**config.mk**
```make
export PLATFORM = sky130hd
export DESIGN_NAME = led_arb
export DESIGN_NICKNAME = d
export VERILOG_FILES = /design/src/rtl/led_arb_pkg.sv /design/src/rtl/led_tick.sv /design/src/rtl/led_arb.sv
export SDC_FILE = /design/constraint.sdc
export NUM_CORES = 1
export LEC_CHECK = 0
export BUFFER_PORTS_ARGS = -buffer_cell sky130_fd_sc_hd__buf_2
export CAP_MARGIN = 10
export CELL_PAD_IN_SITES_DETAIL_PLACEMENT = 0
export CELL_PAD_IN_SITES_GLOBAL_PLACEMENT = 1
export CORE_MARGIN = 1
export CORE_UTILIZATION = 25
export CTS_CLUSTER_DIAMETER = 50
export DETAILED_ROUTE_END_ITERATION = 10
export GPL_TIMING_DRIVEN = 1
export PLACE_DENSITY_LB_ADDON = 0.1
export SLEW_MARGIN = 20
export SYNTH_ARGS = -nofsm -noshare
export SYNTH_HDL_FRONTEND = slang
export SYNTH_SLANG_ARGS = --single-unit
```
**constraint.sdc**
```tcl
create_clock -name clk -period 5.59 [get_ports clk]
set_input_delay 1.677 -clock clk [delete_from_list [all_inputs] [get_ports clk]]
set_output_delay 1.677 -clock clk [all_outputs]
set_load 0.1 [all_outputs]
```
**src/rtl/led_arb_pkg.sv**
```systemverilog
// Shared definitions for the LED display arbiter: mode encodings, FSM states
// and frame timing constants.
package led_arb_pkg;

  typedef enum logic [1:0] {
    MODE_OFF   = 2'd0,
    MODE_ON    = 2'd1,
    MODE_BLINK = 2'd2,
    MODE_CODE  = 2'd3
  } mode_t;

  typedef enum logic [1:0] {
    IDLE   = 2'd0,
    ON_PH  = 2'd1,
    OFF_PH = 2'd2,
    GAP    = 2'd3
  } state_t;

  localparam int C_BLINK_HALF = 4;
  localparam int C_CODE_GAP   = 8;
  localparam int C_PH_W       = 3;

  // Phase counters hold "ticks remaining minus one".
  function automatic logic [C_PH_W-1:0] ph_load(input int ticks);
    return C_PH_W'(ticks - 1);
  endfunction

endpackage

```
**src/rtl/led_tick.sv**
```systemverilog
// Pattern tick generator: one-cycle tick every C_TICK_DIV clocks, counter
// restarts from zero on reset.
module led_tick #(
  parameter int C_TICK_DIV = 4
) (
  input  logic clk,
  input  logic rst,
  output logic tick
);

  localparam int CNT_W = (C_TICK_DIV > 1) ? $clog2(C_TICK_DIV) : 1;

  logic [CNT_W-1:0] cnt_reg;

  assign tick = (cnt_reg == CNT_W'(C_TICK_DIV - 1));

  always_ff @(posedge clk) begin
    if (rst || tick) begin
      cnt_reg <= '0;
    end else begin
      cnt_reg <= cnt_reg + CNT_W'(1);
    end
  end

endmodule

```
**src/rtl/led_arb.sv**
```systemverilog
// Priority arbiter sharing one status LED between requesters, each frame
// showing OFF/ON/BLINK/CODE patterns. Build option: LED_ARB_PREEMPT_EN.
module led_arb
  import led_arb_pkg::*;
#(
  parameter int C_CLK_FREQ = 125000000,
  parameter int C_TICK_DIV = C_CLK_FREQ / 8,
  parameter int C_NUM_REQ  = 4
) (
  input  logic                   clk,
  input  logic                   rst,
  input  logic [C_NUM_REQ-1:0]   req,
  input  logic [2*C_NUM_REQ-1:0] req_mode,
  input  logic [4*C_NUM_REQ-1:0] req_count,
  output logic [C_NUM_REQ-1:0]   grant,
  output logic                   led
);

  localparam logic [C_NUM_REQ-1:0] C_ONE = C_NUM_REQ'(1);

  logic tick;

  led_tick #(
    .C_TICK_DIV(C_TICK_DIV)
  ) u_tick (
    .clk (clk),
    .rst (rst),
    .tick(tick)
  );

  state_t                state_reg, state_next;
  logic                  led_reg, led_next;
  logic [C_NUM_REQ-1:0]  grant_reg, grant_next;
  mode_t                 mode_reg, mode_next;
  logic [3:0]            count_reg, count_next;
  logic [C_PH_W-1:0]     ph_reg, ph_next;
  logic [3:0]            rep_reg, rep_next;

  logic [C_NUM_REQ-1:0]  first;
  logic [1:0]            sel_mode_bits;
  logic [3:0]            sel_count;
  logic [4:0]            code_n;
  logic                  preempt;
  logic                  frame_end;

  // Isolate the lowest set request bit (highest priority).
  assign first = req & ~(req - C_ONE);

  always_comb begin
    sel_mode_bits = '0;
    sel_count     = '0;
    for (int i = 0; i < C_NUM_REQ; i++) begin
      if (first[i]) begin
        sel_mode_bits = req_mode[2*i +: 2];
        sel_count     = req_count[4*i +: 4];
      end
    end
  end

`ifdef LED_ARB_PREEMPT_EN
  // grant_reg - 1 masks every requester of higher priority than the owner.
  assign preempt = (state_reg != IDLE) && (|(req & (grant_reg - C_ONE)));
`else
  assign preempt = 1'b0;
`endif

  // A latched count of zero still produces one pulse.
  assign code_n = (count_reg == 4'd0) ? 5'd1 : {1'b0, count_reg};

  always_comb begin
    state_next = state_reg;
    led_next   = led_reg;
    grant_next = grant_reg;
    mode_next  = mode_reg;
    count_next = count_reg;
    ph_next    = ph_reg;
    rep_next   = rep_reg;
    frame_end  = 1'b0;

    if (tick) begin
      case (state_reg)
        ON_PH: begin
          if (ph_reg != '0) begin
            ph_next = ph_reg - C_PH_W'(1);
          end else if (mode_reg == MODE_BLINK) begin
            state_next = OFF_PH;
            led_next   = 1'b0;
            ph_next    = ph_load(C_BLINK_HALF);
          end else if (mode_reg == MODE_CODE) begin
            state_next = OFF_PH;
            led_next   = 1'b0;
            ph_next    = '0;
          end else begin
            frame_end = 1'b1;
          end
        end
        OFF_PH: begin
          if (ph_reg != '0) begin
            ph_next = ph_reg - C_PH_W'(1);
          end else if (mode_reg == MODE_CODE) begin
            if ({1'b0, rep_reg} + 5'd1 < code_n) begin
              rep_next   = rep_reg + 4'd1;
              state_next = ON_PH;
              led_next   = 1'b1;
            end else begin
              state_next = GAP;
              ph_next    = ph_load(C_CODE_GAP);
            end
          end else begin
            frame_end = 1'b1;
          end
        end
        GAP: begin
          if (ph_reg != '0) begin
            ph_next = ph_reg - C_PH_W'(1);
          end else begin
            frame_end = 1'b1;
          end
        end
        default: ;
      endcase

      // Frame start overrides any continuation decided above.
      if (state_reg == IDLE || frame_end || preempt) begin
        ph_next  = '0;
        rep_next = '0;
        if (req == '0) begin
          state_next = IDLE;
          led_next   = 1'b0;
          grant_next = '0;
          mode_next  = MODE_OFF;
          count_next = '0;
        end else begin
          grant_next = first;
          mode_next  = mode_t'(sel_mode_bits);
          count_next = sel_count;
          case (mode_t'(sel_mode_bits))
            MODE_OFF: begin
              state_next = OFF_PH;
              led_next   = 1'b0;
            end
            MODE_BLINK: begin
              state_next = ON_PH;
              led_next   = 1'b1;
              ph_next    = ph_load(C_BLINK_HALF);
            end
            default: begin
              state_next = ON_PH;
              led_next   = 1'b1;
            end
          endcase
        end
      end
    end
  end

  always_ff @(posedge clk) begin
    if (rst) begin
      state_reg <= IDLE;
      led_reg   <= 1'b0;
      grant_reg <= '0;
      mode_reg  <= MODE_OFF;
      count_reg <= '0;
      ph_reg    <= '0;
      rep_reg   <= '0;
    end else begin
      state_reg <= state_next;
      led_reg   <= led_next;
      grant_reg <= grant_next;
      mode_reg  <= mode_next;
      count_reg <= count_next;
      ph_reg    <= ph_next;
      rep_reg   <= rep_next;
    end
  end

  assign grant = grant_reg;
  assign led   = led_reg;

endmodule

```
==> results.txt <==
The maximum number of pins on one net before global-route repair is 24. The critical path depth in cells came out at 6. The count of unresolved DRC violations after routing came out at 0. The final hold violation count is 0. Derived from the worst setup path, the maximum achievable clock frequency is approximately 340 MHz. The worst pin sits at a relative slew slack of 45.0%. The number of violations of the max-capacitance limit is 0.

The leakage power is roughly 1.0 nW. The via count of the first global-routing pass is approximately 2.1k. The sum of net half-perimeters after detailed placement came out at approximately 4700 microns. The worst min-delay path category is reg -> reg.

The detailed router placed approximately 2.2k vias in this run. The transition time at the pin with the least slew margin is slightly above 0.8 ns. The count of flip-flops with a built-in enable after synthesis is 0. The worst setup path is launched from a primary input. The initial DRC count is 64. The kind of cell with the highest combined delay along the critical path is simple AND/OR/NAND/NOR gates. The total CTS buffers came out at 5. The cell sitting at the root of the clock tree is a clkbuf_8. The maximum count of clock buffers along a single path came out at 2. Counting both buffers and inverters, the worst setup path holds a total of 1. Yosys printed 0 warnings. The average routed wire per standard cell came out at roughly 13 microns. In the layout the commonest cells are 44 x nor2_1, 44 x dfxtp_1, 34 x buf_2. Cells with a size suffix above 1 make up about 15% of the layout. The placement row count is 36. The number of cells on the worst reg-to-reg path is 8. The clock drives 44 sinks. The x dimension of the die is a little over 100 microns. The final critical-path setup slack is 2.64 ns. The flip-flop count of the largest register, all copies and words added came out at 24. The remaining global-route overflow came out at 0. The total length of routed wires is approximately 6200 microns. When the netlist entered floorplanning its net count stood at between 300 and 400. The setup TNS came out at 0 ns. Tracing the worst setup path back leads to its startpoint at req[0]. Among all stages on the critical path, the largest delay is contributed by nor4b_1. The region available for standard cell placement spans 9820 sq um. The total of hold buffers inserted after clock tree synthesis came out at 0. The flow ran to the end, and the final reports show no timing, DRC or antenna violations. The filler cell count came out at 1,132. STA classifies the critical path endpoint as a register. After clock tree synthesis, the setup repair step added 0 buffers. The overall die area came out at 10,600 sq um. The post-cts repair resize count is 0. The final period utilization is between 50 and 60%.

The average cell area after synthesis is 8.33 sq um. The initial antenna violation count came out at 0. The post-route minimum period came out at roughly 3 ns. The number of register bits inferred by synthesis is 44. In this design, the critical path's most frequently occurring cell is nor2b_1. The origin of the critical flop-to-flop path is rep_reg[0]. The starting utilization of the core area is 25.9%. The number of diodes added for antenna fixing is 0. The pre-antenna-repair detailed-routing pass consisted of 4 iterations. The required time of the worst setup path is approximately 5.8 ns. In this run the critical register-to-register path is captured at rep_reg[3]. Setup repair after global routing left no endpoint under its margin.

VDD sags by at most slightly above 100 uV. The post-synthesis cell count is approximately 300. The share of synthesized area occupied by flip-flops and latches came out at a little over a third. Setup violations remaining at the end of the flow were counted as 0.

The final number of max-transition violations came out at 0. The share of synthesized registers carrying an async set or reset is 0%. The largest incremental delay on the critical path came out at ~0.65 ns. The termination of the worst setup path is state_reg[1].

The placer's final routability congestion estimate is roughly 0.74. The count of H-tree levels built during CTS is 2. The critical path is of the in -> reg type. The signal arrival time at the worst endpoint is between 3 and 4 ns. Power spread over the standard cell area amounts to between 200 and 250 nW/um^2. The setup slack on the worst flop-to-flop path is 2.83 ns. The synthesized netlist occupies a cell area of between 2000 and 3000 sq um. The overall die height is 103 microns. The area growth from synthesis to final layout is 15.4%.

Traced cell by cell, the critical path runs through buf_2 > nor4b_1 > nor2b_1 > o31a_1 > nor2b_1 > o221a_1. TritonCTS built the clock tree. Port buffering added 34 buffers.

The pre-CTS setup slack came out at about 2.3 ns. Using the TritonRoute via totals, the vias-per-cell ratio works out to roughly 4.7. The first-pass GRT wire length is about 11,000 microns.

The worst-case clock skew came out at around 0.012 ns. In the synthesized netlist the dominant register cell turns out to be dfxtp_1. After synthesis, the netlist uses roughly 50 different library cells.

The all-layer global routing usage is between 10% and 20%. In the final design database the tool counted between 300 and 400 nets. The clock transition at the register clock pins on the worst setup and hold paths after CTS came out at 0.10 ns. During I/O placement, the number of pins put on the boundary was 35. The count of antenna-violating nets left after detailed routing came out at 0. The top fanout value on the critical path is 17. For the worst-skew pair, the clock arrives at the later sink with an insertion delay of about 0.30 ns.
## worst register-to-register path, stage by stage, from the launching register on
cell	delay, ns
dfxtp_1	0.43
ha_1	0.24
xor2_1	0.17
ha_1	0.26
a21o_1	0.15
a2111oi_0	0.55
and2_1	0.30
o211ai_2	0.18
mux2_1	0.37
## final cells by class
class	instances	area [sq um]	share of cell area, %
Multi-Input combinational cell	234	1550	53.0
Sequential cell	44	881	30.1
Timing Repair Buffer	34	170	5.81
Tap cell	133	166	5.68
Clock buffer	5	68.8	2.35
Clock inverter	3	46.3	1.58
Inverter	12	45.0	1.54
## power by group
part	internal (mW)	switching [mW]	total (mW)	leakage, nW
registers	0.315	0.00187	0.317	0.355
clock network	0.135	0.122	0.256	0.0548
logic	0.0172	0.0215	0.0388	0.621
## layer usage
layer | vias to the layer above | global-route usage [%] | routed length (microns)
li1 | 1139 | - | -
met1 | 1014 | 18.9 | 3340
met2 | 16 | 19.5 | 2700
met3 | 4 | 2.44 | 107
met4 | 0 | 2.93 | 48
met5 | - | 0 | 0
## worst min path at each step
| stage | cells after the start | startpoint | to |
|---|---|---|---|
| 5_1_grt | 1 | u_tick.cnt_reg[0] | u_tick.cnt_reg[0] |
| 3_3_place_gp | 1 | u_tick.cnt_reg[0] | u_tick.cnt_reg[0] |
| 3_5_place_dp | 1 | u_tick.cnt_reg[0] | u_tick.cnt_reg[0] |
| 6_report | 1 | u_tick.cnt_reg[0] | u_tick.cnt_reg[0] |
| 2_1_floorplan | 1 | u_tick.cnt_reg[0] | u_tick.cnt_reg[0] |
| 4_1_cts | 1 | u_tick.cnt_reg[0] | u_tick.cnt_reg[0] |
## stage by stage
stage	hold WS, ns	instance area [sq um]	std cells	util [%]	total power, mW
after floorplan	0.426	2540	305	-	0.347
after global placement	0.444	2820	457	28.7	0.364
after detailed placement	0.453	2820	457	28.7	0.364
after CTS	0.479	2930	465	29.8	0.625
after global routing	0.508	2930	465	29.8	0.643
final	0.473	2930	465	29.8	0.612
## cells in the mapped netlist, drive strengths merged, types with 2 or more instances
cell type / instances / area, sq um
a211o: 3 / 26.3
a211oi: 5 / 37.5
a21o: 4 / 30.0
a21oi: 13 / 65.1
a221oi: 4 / 35.0
a31oi: 2 / 12.5
and2: 3 / 18.8
and3: 7 / 46.3
and4: 4 / 37.5
and4b: 3 / 30.0
buf: 5 / 23.8
clkbuf: 10 / 37.5
dfxtp: 44 / 881
ha: 8 / 100
inv: 12 / 45.0
mux2: 2 / 22.5
mux2i: 5 / 50.1
nand2: 11 / 41.3
nand2b: 6 / 37.5
nand3: 16 / 80.1
nand3b: 5 / 37.5
nand4: 5 / 37.5
nor2: 44 / 165
nor2b: 13 / 81.3
nor3: 18 / 90.1
nor3b: 2 / 26.3
nor4b: 5 / 50.0
nor4bb: 2 / 20.0
o21a: 3 / 22.5
o21ai: 4 / 20.0
o221a: 3 / 33.8
or2: 2 / 12.5
xnor2: 19 / 166
xor2: 5 / 43.8
## kinds of logic after synthesis
family,after synthesis,share of synthesized area (%)
flip-flops,44,34.7
AND/OR/NAND/NOR,148,32.6
AO/OA/AOI/OAI,47,13.4
multiplexers,7,2.86
buffers and inverters,27,4.19
XOR/XNOR,24,8.28
adder cells (fa/ha/maj),8,3.94
Power figures use the tool's default switching activity.
